[src/rtl/mem_map_pkg.sv]
// Shared CPU data-memory map: I/O register addresses, RAM offset, widths and
// the read-port FSM state type.
package mem_map_pkg;

  localparam int unsigned ADDR_W = 16;
  localparam int unsigned DATA_W = 16;
  localparam int unsigned WAIT_W = 4;

  localparam logic [ADDR_W-1:0] SW_ADDR    = 16'hBF00;
  localparam logic [ADDR_W-1:0] STAT_ADDR  = 16'hBF01;
  // Same address as SW_ADDR; the write path drives LEDs there.
  localparam logic [ADDR_W-1:0] LED_ADDR   = 16'hBF00;
  localparam logic [ADDR_W-1:0] RAM_OFFSET = 16'h0080;

  typedef enum logic [1:0] {
    ST_IDLE      = 2'd0,
    ST_RAM_SETUP = 2'd1,
    ST_RAM_WAIT  = 2'd2,
    ST_RESP      = 2'd3
  } rd_state_e;

endpackage

[src/rtl/sw_sync_detect.sv]
// Board switch synchroniser with sticky change flag.
// Ports:
//   clk, rst    - clock, synchronous active-high reset
//   sw_in       - asynchronous switch pins
//   clr         - clears sw_changed (a same-cycle change wins)
//   sw_sync     - switches after a two-flop synchroniser
//   sw_changed  - set when sw_sync differs from its previous value
module sw_sync_detect
  import mem_map_pkg::*;
(
  input  logic              clk,
  input  logic              rst,
  input  logic [DATA_W-1:0] sw_in,
  input  logic              clr,
  output logic [DATA_W-1:0] sw_sync,
  output logic              sw_changed
);

  logic [DATA_W-1:0] meta_q;
  logic [DATA_W-1:0] sync_q;
  logic [DATA_W-1:0] last_q;
  logic              changed_q;

  // Synchroniser, history register and sticky flag (set has priority).
  always_ff @(posedge clk) begin
    if (rst) begin
      meta_q    <= '0;
      sync_q    <= '0;
      last_q    <= '0;
      changed_q <= 1'b0;
    end else begin
      meta_q <= sw_in;
      sync_q <= meta_q;
      last_q <= sync_q;
      if (sync_q != last_q) begin
        changed_q <= 1'b1;
      end else if (clr) begin
        changed_q <= 1'b0;
      end
    end
  end

  assign sw_sync    = sync_q;
  assign sw_changed = changed_q;

endmodule

[src/rtl/data_mem_read_port.sv]
// CPU data-memory read port: decodes load addresses to external RAM (offset,
// multi-cycle access with output enable) or the switch / status I/O registers
// and returns the result with a one-cycle rd_valid pulse.
// Ports:
//   clk, rst     - clock, synchronous active-high reset
//   rd_req       - load request, accepted only when idle
//   address      - load address, captured on acceptance
//   rd_data      - load result, held until the next rd_valid
//   rd_valid     - one-cycle result strobe
//   busy         - access in flight (or result being returned)
//   ram_addr     - registered RAM address (address + RAM_OFFSET)
//   ram_oe_n     - RAM output enable, active low
//   ram_data_in  - RAM read data
//   sw_in        - asynchronous board switches
module data_mem_read_port #(
  parameter logic [15:0] RAM_OFFSET = mem_map_pkg::RAM_OFFSET,
  parameter int unsigned RAM_WAIT   = 2,
  parameter logic [15:0] SW_ADDR    = mem_map_pkg::SW_ADDR,
  parameter logic [15:0] STAT_ADDR  = mem_map_pkg::STAT_ADDR
) (
  input  logic        clk,
  input  logic        rst,
  input  logic        rd_req,
  input  logic [15:0] address,
  output logic [15:0] rd_data,
  output logic        rd_valid,
  output logic        busy,
  output logic [15:0] ram_addr,
  output logic        ram_oe_n,
  input  logic [15:0] ram_data_in,
  input  logic [15:0] sw_in
);

  import mem_map_pkg::*;

  localparam logic [WAIT_W-1:0] WAIT_INIT = WAIT_W'(RAM_WAIT - 1);

  rd_state_e         state_q, state_d;
  logic [ADDR_W-1:0] addr_q, addr_d;
  logic [WAIT_W-1:0] cnt_q, cnt_d;
  logic [ADDR_W-1:0] ram_addr_q, ram_addr_d;
  logic              ram_oe_n_q, ram_oe_n_d;
  logic [DATA_W-1:0] rd_data_q, rd_data_d;
  logic              rd_valid_q, rd_valid_d;
  logic              sw_clr_c;
  logic [DATA_W-1:0] sw_sync;
  logic              sw_changed;

  sw_sync_detect u_sw_sync_detect (
    .clk        (clk),
    .rst        (rst),
    .sw_in      (sw_in),
    .clr        (sw_clr_c),
    .sw_sync    (sw_sync),
    .sw_changed (sw_changed)
  );

  // State and registered-output update.
  always_ff @(posedge clk) begin
    if (rst) begin
      state_q    <= ST_IDLE;
      addr_q     <= '0;
      cnt_q      <= '0;
      ram_addr_q <= '0;
      ram_oe_n_q <= 1'b1;
      rd_data_q  <= '0;
      rd_valid_q <= 1'b0;
    end else begin
      state_q    <= state_d;
      addr_q     <= addr_d;
      cnt_q      <= cnt_d;
      ram_addr_q <= ram_addr_d;
      ram_oe_n_q <= ram_oe_n_d;
      rd_data_q  <= rd_data_d;
      rd_valid_q <= rd_valid_d;
    end
  end

  // Next-state and next-output logic.
  always_comb begin
    state_d    = state_q;
    addr_d     = addr_q;
    cnt_d      = cnt_q;
    ram_addr_d = ram_addr_q;
    ram_oe_n_d = ram_oe_n_q;
    rd_data_d  = rd_data_q;
    rd_valid_d = 1'b0;
    sw_clr_c   = 1'b0;

    case (state_q)
      ST_IDLE: begin
        if (rd_req) begin
          addr_d = address;
          if (address == SW_ADDR || address == STAT_ADDR) begin
            state_d = ST_RESP;
          end else begin
            // Offset wraps modulo 2^16 by truncation.
            ram_addr_d = address + RAM_OFFSET;
            state_d    = ST_RAM_SETUP;
          end
        end
      end
      ST_RAM_SETUP: begin
        ram_oe_n_d = 1'b0;
        cnt_d      = WAIT_INIT;
        state_d    = ST_RAM_WAIT;
      end
      ST_RAM_WAIT: begin
        if (cnt_q == '0) begin
          rd_data_d  = ram_data_in;
          ram_oe_n_d = 1'b1;
          rd_valid_d = 1'b1;
          state_d    = ST_IDLE;
        end else begin
          cnt_d = cnt_q - WAIT_W'(1);
        end
      end
      ST_RESP: begin
        rd_valid_d = 1'b1;
        state_d    = ST_IDLE;
        if (addr_q == SW_ADDR) begin
          rd_data_d = sw_sync;
        end else begin
          // Status read clears the change flag.
          rd_data_d = {{(DATA_W-1){1'b0}}, sw_changed};
          sw_clr_c  = 1'b1;
        end
      end
      default: begin
        state_d = ST_IDLE;
      end
    endcase
  end

  // busy covers the rd_valid cycle even though the FSM is already idle.
  assign busy     = (state_q != ST_IDLE) || rd_valid_q;
  assign rd_data  = rd_data_q;
  assign rd_valid = rd_valid_q;
  assign ram_addr = ram_addr_q;
  assign ram_oe_n = ram_oe_n_q;

endmodule

[config.mk]
export PLATFORM = sky130hd
export DESIGN_NAME = data_mem_read_port
export DESIGN_NICKNAME = d
export VERILOG_FILES = /design/src/rtl/mem_map_pkg.sv /design/src/rtl/sw_sync_detect.sv /design/src/rtl/data_mem_read_port.sv
export SDC_FILE = /design/constraint.sdc
export NUM_CORES = 1
export LEC_CHECK = 0
export ABC_AREA = 1
export CAP_MARGIN = 5
export CORE_ASPECT_RATIO = 0.75
export CORE_MARGIN = 8
export CORE_UTILIZATION = 38
export DETAILED_ROUTE_END_ITERATION = 10
export REMOVE_ABC_BUFFERS = 1
export SYNTH_ARGS = -nofsm -noshare
export SYNTH_HDL_FRONTEND = slang
export SYNTH_SLANG_ARGS = --single-unit
[constraint.sdc]
create_clock -name clk -period 1.6 [get_ports clk]
set_input_delay 0.32 -clock clk [delete_from_list [all_inputs] [get_ports clk]]
set_output_delay 0.32 -clock clk [all_outputs]
set_load 0.02 [all_outputs]
Yosys cells after proc, flatten, opt, wreduce, memory -nomap -nowiden
Index checks and enable logic that the tools add are counted.
{"block": "totals", "rom_bits": 0, "ram_bits": 0, "register_bits": 105, "elab_cells": 55, "n_memories": 0, "output_inout_bits": 35, "input_bits": 51, "latchBits": 0}
{"block": "classes", "n_bitwise": 1, "magnitude_cmp": 0, "shift": 0, "div": 0, "n_eq_ne": 10, "reduce_logical": 14, "mul": 0, "mux": 17, "add_sub_neg": 2}
{"cell": "equality test 16 bit (second input constant)", "n": 3}
{"cell": "2-to-1 mux 16 bit", "n": 2}
{"cell": "one-hot mux 16 bit (2 select lines)", "n": 1}
{"cell": "adder 16 x 8 -> 16 bit (second input constant)", "n": 1}
{"cell": "!= test 16 bit", "n": 1}
{"cell": "AND reduction 2 bit", "n": 5}
{"cell": "one-hot mux 2 bit (4 select lines)", "n": 1}
{"cell": "one-hot mux 4 bit (2 select lines)", "n": 1}
{"cell": "nonzero test 2 bit", "n": 4}
{"cell": "2-to-1 mux 1 bit", "n": 6}
{"cell": "2-to-1 mux 2 bit", "n": 3}
{"cell": "!= test 2 bit (second input constant)", "n": 3}
{"cell": "equality test 2 bit (second input constant)", "n": 2}
{"cell": "logical NOT 4 bit", "n": 1}
{"cell": "2-to-1 mux 4 bit", "n": 1}
{"cell": "one-hot mux 1 bit (2 select lines)", "n": 2}
{"cell": "subtractor 4 x 1 -> 4 bit (second input constant)", "n": 1}
{"cell": "AND reduction 3 bit", "n": 1}
{"cell": "equality test 2 x 1 -> 1 bit (second input constant)", "n": 1}
{"cell": "logical NOT 2 bit", "n": 1}
{"cell": "logical OR 1 bit", "n": 2}
{"cell": "inverter 1 bit", "n": 1}

Logic depth before layout (Yosys ltp)
Gate-level depths: netlist (run 1).
{"block": "logic_depth", "depth_word": 5, "depth_mapped": 10, "mapped_depth_nobuf": 9}

Hierarchy
From an unflattened synthesis (run 1), not the netlist that was laid out.
{"block": "unflattened", "cells_unflattened": 548, "area_unflattened_um2": 4210.3}
{"mod": "data_mem_read_port", "cells_each": 333, "instances": 1, "seq_area_each_um2": 1121.1, "area_per_inst_um2": 2565.0}
{"mod": "sw_sync_detect", "cells_each": 215, "instances": 1, "seq_area_each_um2": 980.9, "area_per_inst_um2": 1645.3}

Worst setup path after synthesis (run 1)
OpenSTA, ideal clock, no wires.
{"block": "synth_path", "kind": "register to register", "start": "register cnt_q[0]", "end": "register rd_data_q[6], in the netlist rd_data[6]", "path_slack_ns": 0.293, "setup_ns": 0.118, "path_buffers": 1, "required_ns": 1.482, "period_less_slack_ns": 1.307, "stages_incl_launch_ff": 10, "arrival_time_ns": 1.189, "cell_sequence": "dfxtp_1 -> inv_1 -> ha_1 -> nand3_1 -> nand2_2 -> nand2_4 -> inv_6 -> buf_6 -> o21ai_1 -> a21oi_1"}
{"block": "synth_via", "elab_chain_cells": 3}
{"item": "start, declared", "line_no": "data_mem_read_port.sv:40", "rtl": "logic [WAIT_W-1:0] cnt_q, cnt_d;"}
{"item": "start signal, assigned", "line_no": "data_mem_read_port.sv:71", "rtl": "cnt_q <= cnt_d;"}
{"item": "logical NOT 4 bit", "line_no": "data_mem_read_port.sv:109", "rtl": "if (cnt_q == '0) begin"}
{"item": "!= test 2 bit (no source line)"}
{"item": "AND reduction 2 bit (no source line)"}
{"item": "end signal, assigned", "line_no": "data_mem_read_port.sv:74", "rtl": "rd_data_q <= rd_data_d;"}
{"item": "end, declared", "line_no": "data_mem_read_port.sv:43", "rtl": "logic [DATA_W-1:0] rd_data_q, rd_data_d;"}
Every way passes these cells.
A chain may end at the register's enable or synchronous reset.

Worst setup path in the final report (run 1)
{"block": "layout_path", "start": "register state_q[0]", "end": "output busy"}
{"block": "layout_via", "elab_chain_cells": 2}
{"item": "start, declared", "line_no": "data_mem_read_port.sv:38", "rtl": "rd_state_e state_q, state_d;"}
{"item": "start signal, assigned", "line_no": "data_mem_read_port.sv:69", "rtl": "state_q <= state_d;"}
{"item": "nonzero test 2 bit", "line_no": "data_mem_read_port.sv:136", "rtl": "assign busy = (state_q != ST_IDLE) || rd_valid_q;"}
{"item": "logical OR 1 bit", "line_no": "data_mem_read_port.sv:136"}
{"item": "end, declared", "line_no": "data_mem_read_port.sv:27", "rtl": "output logic busy,"}
Every way passes these cells.

==> impl_results.md, run 1 <==
- Status: completed
- Hold buffer count at cts: 0
- Vias per cell: 4.50
- Placer Congestion: 0.787
- CP top delay family: flip-flops
- First-pass GRT wire length: 16.9 mm
- Total chip power: 5.67 mW
- Worst Reg-to-Reg Cells: 8
- Detail Placement HPWL: 7.32 mm
- First-pass DRT Iterations: 5
- Most common cell in the netlist: nand2_1
- Antenna-violating nets left: 0
- Buffers on Ports: 85
- Sequential share of the synthesized area: 50.8%
- Clk buf depth: 2
- H-tree Lvls: 3
- CTS tree: yes
- Cell Count, Final, Fillers Out: 817
- Rel. slew slack: 68.8%
- WHS: 402 ps
- Largest net degree at the start of global routing: 46
- Area added between synthesis and finish: 34.9%
- Multi-input logic area: 1570 sq um
- Layout cell share with drive strength beyond 1: 9.45%
- Worst path max stage delay: 350 ps
- Core footprint: 10800 sq um
- Hold WC Path Type: reg2reg
- Tcrit/Tclk final: 96.0%
- Clock sinks: 105
- Final TNS setup: 0 ps
- Worst path slowest cell: dfxtp_1
- Register bit total from synthesis: 105
- Final setup viols: 0
- Critical Path RT: 1280 ps
- Peak supply drop: 0.000595 V
- Worst Tran Pin Value: 468 ps
- Detailed Route Iter0 Violations: 231
- Root buf cell: clkbuf_16
- Fin crit period: 1540 ps
- Worst-skew pair later-pin latency: 340 ps
- Final hold violations: 0
- # IOs: 86
- Full die area: 14500 sq um
- Overflow left after global routing: 0
- DRT Wirelength: 10.2 mm
- Number of flops mapped to enable cells by yosys: 0
- P_leak: 2.57 nW
- Inst Count DP: 797
- Distinct cell type count after synthesis: 26
- CTS clk-pin slew, worst paths: 70 ps
- Max Freq: 0.651 GHz
- Mean area per synthesized cell: 7.30 sq um
- Synth Flop Type: dfxtp_1
- Worst reg2reg setup slack: 110 ps
- Post-Syn Instances: 567
- Critical path, cell by cell: nor2_2, nand2_1, dlygate4sd2_1
- Max_cap viols: 0
- GRT Overall Usage: 14.2%
- Crit Path Category: reg2out
- Pwr Density: 1020 nW/um^2
- Fill count: 1042
- Asr flop ratio synth: 0%
- Crit. path cell count: 3
- Initial antenna violation count: 0
- Largest cells by area after synthesis: dfxtp_1 (51%), nand2_1 (9.6%), nor2_1 (8.6%), inv_1 (8.1%), a21oi_1 (7.7%)
- Via Count: 3676
- Critical path buffers and inverters: 1
- Worst Path Arrival: 1220 ps
- Antenna diode count: 0
- Synth area leader: dfxtp_1
- Rows: 33
- Worst hold path depth: 2
- Crit Path Max Fanout: 4
- Vias in the first global route: 3622
- Critical Path Source Type: flip-flop
- Mapped cell area: 4140 sq um
- Die Width: 137 um
- WL/cell: 12.4 um
- Worst clock skew: 10.0 ps
- Yosys warnings: 0
- DRC viols: 0
- Register Area: 2100 sq um
- Layout Nets: 727
- Fin. max-slew vios: 0
- Initial Util: 38.4%
- Setup crit end kind: output port
- CTS buffer count: 9
- Die height: 106 um
- Post-synth top cells: nand2_1 (106), dfxtp_1 (105), nor2_1 (95)
- Synth top area share: 50.8%
==> cells by family (layout without fill, tap and decap cells) <==
kind of cell    after synthesis  after routing  synth area share (%)
flops                       105            105                  50.8
buf+inv                     116            226                  11.8
xor+xnor                      6              6                  1.27
fa+ha+maj                     3              3                 0.907
compound gates               93             93                  11.4
simple gates                244            244                  23.9
==> power breakdown <==
part           internal, mW  switching [mW]  leakage, nW
sequential             2.76          0.0727        0.863
clock                  1.06           0.955        0.131
combinational         0.371           0.447         1.58
==> worst paths after layout <==
kind | startpoint | end
worst max register to register | cnt_q[0] | rd_data[8]
worst min register to register | u_sw_sync_detect.meta_q[13] | u_sw_sync_detect.sw_sync[13]
worst min-delay path | u_sw_sync_detect.meta_q[13] | u_sw_sync_detect.sw_sync[13]
worst max-delay path | state_q[0] | busy
==> per-stage QoR <==
stage | util, % | worst slack (ps) | cell area [sq um]
floorplan | - | 68.5 | 4010
global placement | 48.9 | -197 | 5270
detailed placement | 48.9 | -276 | 5270
CTS | 51.0 | 1.08 | 5500
global route | 51.8 | -1.95 | 5590
finish | 51.8 | 63.7 | 5590
==> worst reg2reg max path: cells and delay by family (launching register included) <==
kind / cells / cell delay (ps)
AOI/OAI and AO/OA: 2 / 210
DFF: 1 / 320
and+or+nand+nor: 3 / 420
adders and majority gates: 1 / 180
buffers and inverters: 2 / 250
==> metal layers <==
layer	share of wire, %	track usage (%)	routed length [um]	vias up
met5	0	0	0	-
met4	0.62	3.28	63	0
met3	5.9	4.29	595	4
met2	44	22.4	4520	70
met1	49	18.6	4980	1647
li1	-	-	-	1955
==> registers in the layout (all words and copies together), names as in the netlist <==
signal	flops
rd_valid	1
rd_data	16
state_q	2
u_sw_sync_detect.sw_changed	1
ram_oe_n	1
u_sw_sync_detect.sw_sync	16
u_sw_sync_detect.last_q	16
ram_addr	16
u_sw_sync_detect.meta_q	16
cnt_q	4
addr_q	16
==> layout by cell type, fill, tap and decap left out, types with 2 or more instances in the layout <==
cell type,instances
buf_12,4
dlygate4sd2_1,34
clkbuf_16,9
nand3_1,32
clkdlybuf4s50_1,49
clkinv_1,2
o21ai_1,9
nand2_2,3
inv_2,4
o21ai_0,18
ha_1,2
inv_1,87
nor2_2,4
nand2_1,106
dfxtp_1,105
xor2_1,5
buf_4,27
nand4_1,4
a21oi_1,62
a21oi_2,2
nor2_1,93
==> cell type report <==
type / instances / area share (%)
flip-flops and latches: 105 / 37.6
clock inverters: 5 / 0.739
repair buffers: 117 / 19.7
clock buffers: 10 / 4.10
well taps: 140 / 3.14
inverters: 94 / 6.54
multi-input cells: 346 / 28.2
==> what timing repair did <==
| action | CTS | global route |
|---|---|---|
| gates resized for setup | 35 | 12 |
| endpoints found under the setup margin | 34 | 19 |
| setup buffers | 0 | 5 |
| pin swaps | 0 | 3 |
No activity file was read; power rests on OpenSTA's default activity.
==> run 2: changes to the inputs <==
Settings changed: HOLD_SLACK_MARGIN set to 0.03, REMOVE_ABC_BUFFERS 1 to unset.
==> run 2 against run 1 <==
Clock-buffer cell count shrank 1. First-iteration DRC count down 23%. Non-clock buffer count fell by 1. Power increased by 2.3%. Die area is the same. Worst hold slack better by 2.9 ps. Critical endpoint unchanged. Largest power group unchanged.
==> impl_results.md, run 2 (synthesis results as in run 1) <==
- Status: completed
- Most common cell after layout, fill and taps aside: nand2_1
- Switching power: 1.57 mW (+6.3%)
- Setup crit end kind: output port
- Die height: 106 um (unchanged)
- Area added between synthesis and finish: 34.2%
- Initial Util: 38.4% (unchanged)
- # IOs: 86 (unchanged)
- First-pass DRT Iterations: 4 (-1)
- CTS buffer count: 9 (unchanged)
- Worst-skew pair later-pin latency: 350 ps (about the same)
- Critical Path Source Type: flip-flop
- WL/cell: 12.0 um (-3.4%)
- CTS clk-pin slew, worst paths: 80 ps (about the same)
- Root buf cell: clkbuf_16
- Final hold violations: 0 (unchanged)
- Placer Congestion: 0.802 (+1.9%)
- Share of power burned in the clock network: 37.7% (+2.1 points)
- First-pass GRT wire length: 16.1 mm (-4.5%)
- Critical Path RT: 1280 ps (about the same)
- Detailed Route Iter0 Violations: 178 (-23%)
- Hold WC Path Type: reg2reg
- RSZ-0062 raised after global routing: no
- Grt peak-use layer: met2
- Peak supply drop: 0.000546 V (-8.3%)
- Die Width: 137 um (unchanged)
- Rows: 33 (unchanged)
- Cell Count, Final, Fillers Out: 817 (unchanged)
- Largest net degree at the start of global routing: 37 (-20%)
- Logic gate share of total power: 13.4% (-1.0 points)
- GRT Overall Usage: 13.8% (-0.36 points)
- Fin. max-slew vios: 0 (unchanged)
- Layout cell share with drive strength beyond 1: 8.86% (-0.59 points)
- Max Freq: 0.659 GHz (+1.3%)
- Synthesized Nets: 621
- P_leak: 2.55 nW (-0.79%)
- Most frequent cells in the layout: nand2_1 (106), dfxtp_1 (105), nor2_1 (93)
- Tcrit/Tclk final: 94.8% (-1.2 points)
- Full die area: 14500 sq um (unchanged)
- Vias in the first global route: 3408 (-5.9%)
- Fin worst setup slack: 83.3 ps (+19.6 ps)
- Final setup viols: 0 (unchanged)
- Critical path, cell by cell: nor2_2, nand2_1, clkdlybuf4s15_1
- Buffers on Ports: 85 (unchanged)
- Seq pwr share: 48.9% (-1.1 points)
- DRT Wirelength: 9.82 mm (-3.4%)
- Crit Path Category: reg2out
- CTS tree: yes
- Worst path max stage delay: 350 ps (about the same)
- Total chip power: 5.80 mW (+2.3%)
- Met1 GRT Util: 18.8% (+0.19 points)
- Worst Path Arrival: 1200 ps (-20 ps)
- Layout Nets: 726 (-0.14%)
- Rel. slew slack: 77.2% (+8.4 points)
- Clock sinks: 105 (unchanged)
- Max_cap viols: 0 (unchanged)
- Worst clock skew: 8.51 ps (-1.49 ps)
- Via Count: 3573 (-2.8%)
- Antenna-violating nets left: 0 (unchanged)
- Inst Count DP: 801 (+0.50%)
- Crit Path Max Fanout: 4 (unchanged)
- Fin crit period: 1520 ps (-19.6 ps)
- Antenna diode count: 0 (unchanged)
- Setup Buffers After CTS: 0 (unchanged)
- DRC viols: 0 (unchanged)
- Core footprint: 10800 sq um (unchanged)
- Met3 usage in global routing: 3.49% (-0.80 points)
- Sw frac: 27.0% (+1.0 points)
- H-tree Lvls: 3 (unchanged)
- Detail Placement HPWL: 7.41 mm (+1.3%)
- Vias per cell: 4.37 (-2.8%)
- Grt met2 use: 20.8% (-1.5 points)
- Clk buf depth: 2 (unchanged)
- Initial antenna violation count: 0 (unchanged)
- Worst Tran Pin Value: 342 ps (-126 ps)
- Int Power: 4.23 mW (+0.86%)
- Overflow left after global routing: 0 (unchanged)
- Post-placement worst setup slack: -210 ps (+65.1 ps)
- Worst path slowest cell: dfxtp_1
- Pwr Density: 1040 nW/um^2 (+2.9%)
-- run 2: cell count changes in the layout (fill, tap and decap cells not counted), sizes merged --
| cell | before | now |
|---|---|---|
| inv | 93 | 96 |
| buf | 33 | 32 |
| clkbuf | 10 | 9 |
| clkdlybuf4s15 | 0 | 1 |
| clkinv | 5 | 4 |
| dlymetal6s2s | 1 | 0 |
-- run 2: per-stage QoR --
stage	utilization (%)	cell area, sq um	hold slack (ps)	TNS [ps]
6_report	51.5	5550	404	0
5_1_grt	51.5	5550	430	0
4_1_cts	51.4	5540	401	0
3_5_place_dp	48.9	5280	393	-2410
3_3_place_gp	48.9	5280	393	-1780
2_1_floorplan	-	4140	388	0
-- run 2: area by class of cell --
cell class,instances,area (sq um)
fill,1057,5220
multi-input combinational,346,1560
clock inverter,7,82.6
clock buffer,9,225
tap,140,175
inverter,94,358
timing repair buffer,116,1050
sequential,105,2100
-- run 2: critical path, delay by kind of cell, from the launching register on --
kind / cells / cell delay, ps
simple gates: 2 / 220
flops: 1 / 350
buf+inv: 1 / 290
-- run 2: repair_timing --
item,4_1_cts,5_1_grt
endpoints found under the setup margin,35,9
hold buffers,0,0
gates resized for setup,35,4
endpoints found under the hold margin,0,0
-- run 2: power groups by stage --
stage,clock network [mW],logic (mW),registers [mW]
3_3_place_gp,0,0.813,2.90
6_report,2.19,0.778,2.84
3_5_place_dp,0,0.820,2.90
5_1_grt,2.36,0.871,2.86
4_1_cts,2.25,0.781,2.84
2_1_floorplan,0,0.372,2.96
-- run 2: worst paths after layout --
kind                                    from                          end  slack, ps  cells past startpoint
hold / removal    u_sw_sync_detect.meta_q[4]  u_sw_sync_detect.sw_sync[4]        400                      2
hold reg to reg   u_sw_sync_detect.meta_q[4]  u_sw_sync_detect.sw_sync[4]        400                      2
setup reg to reg                    cnt_q[0]                   rd_data[0]        150                      8
setup / recovery                  state_q[0]                         busy         80                      3
-- run 2: layer usage --
layer / vias up / part of all wire [%]
li1: 1952 / -
met1: 1548 / 52
met2: 64 / 42
met3: 9 / 5.4
met4: 0 / 1.2
met5: - / 0
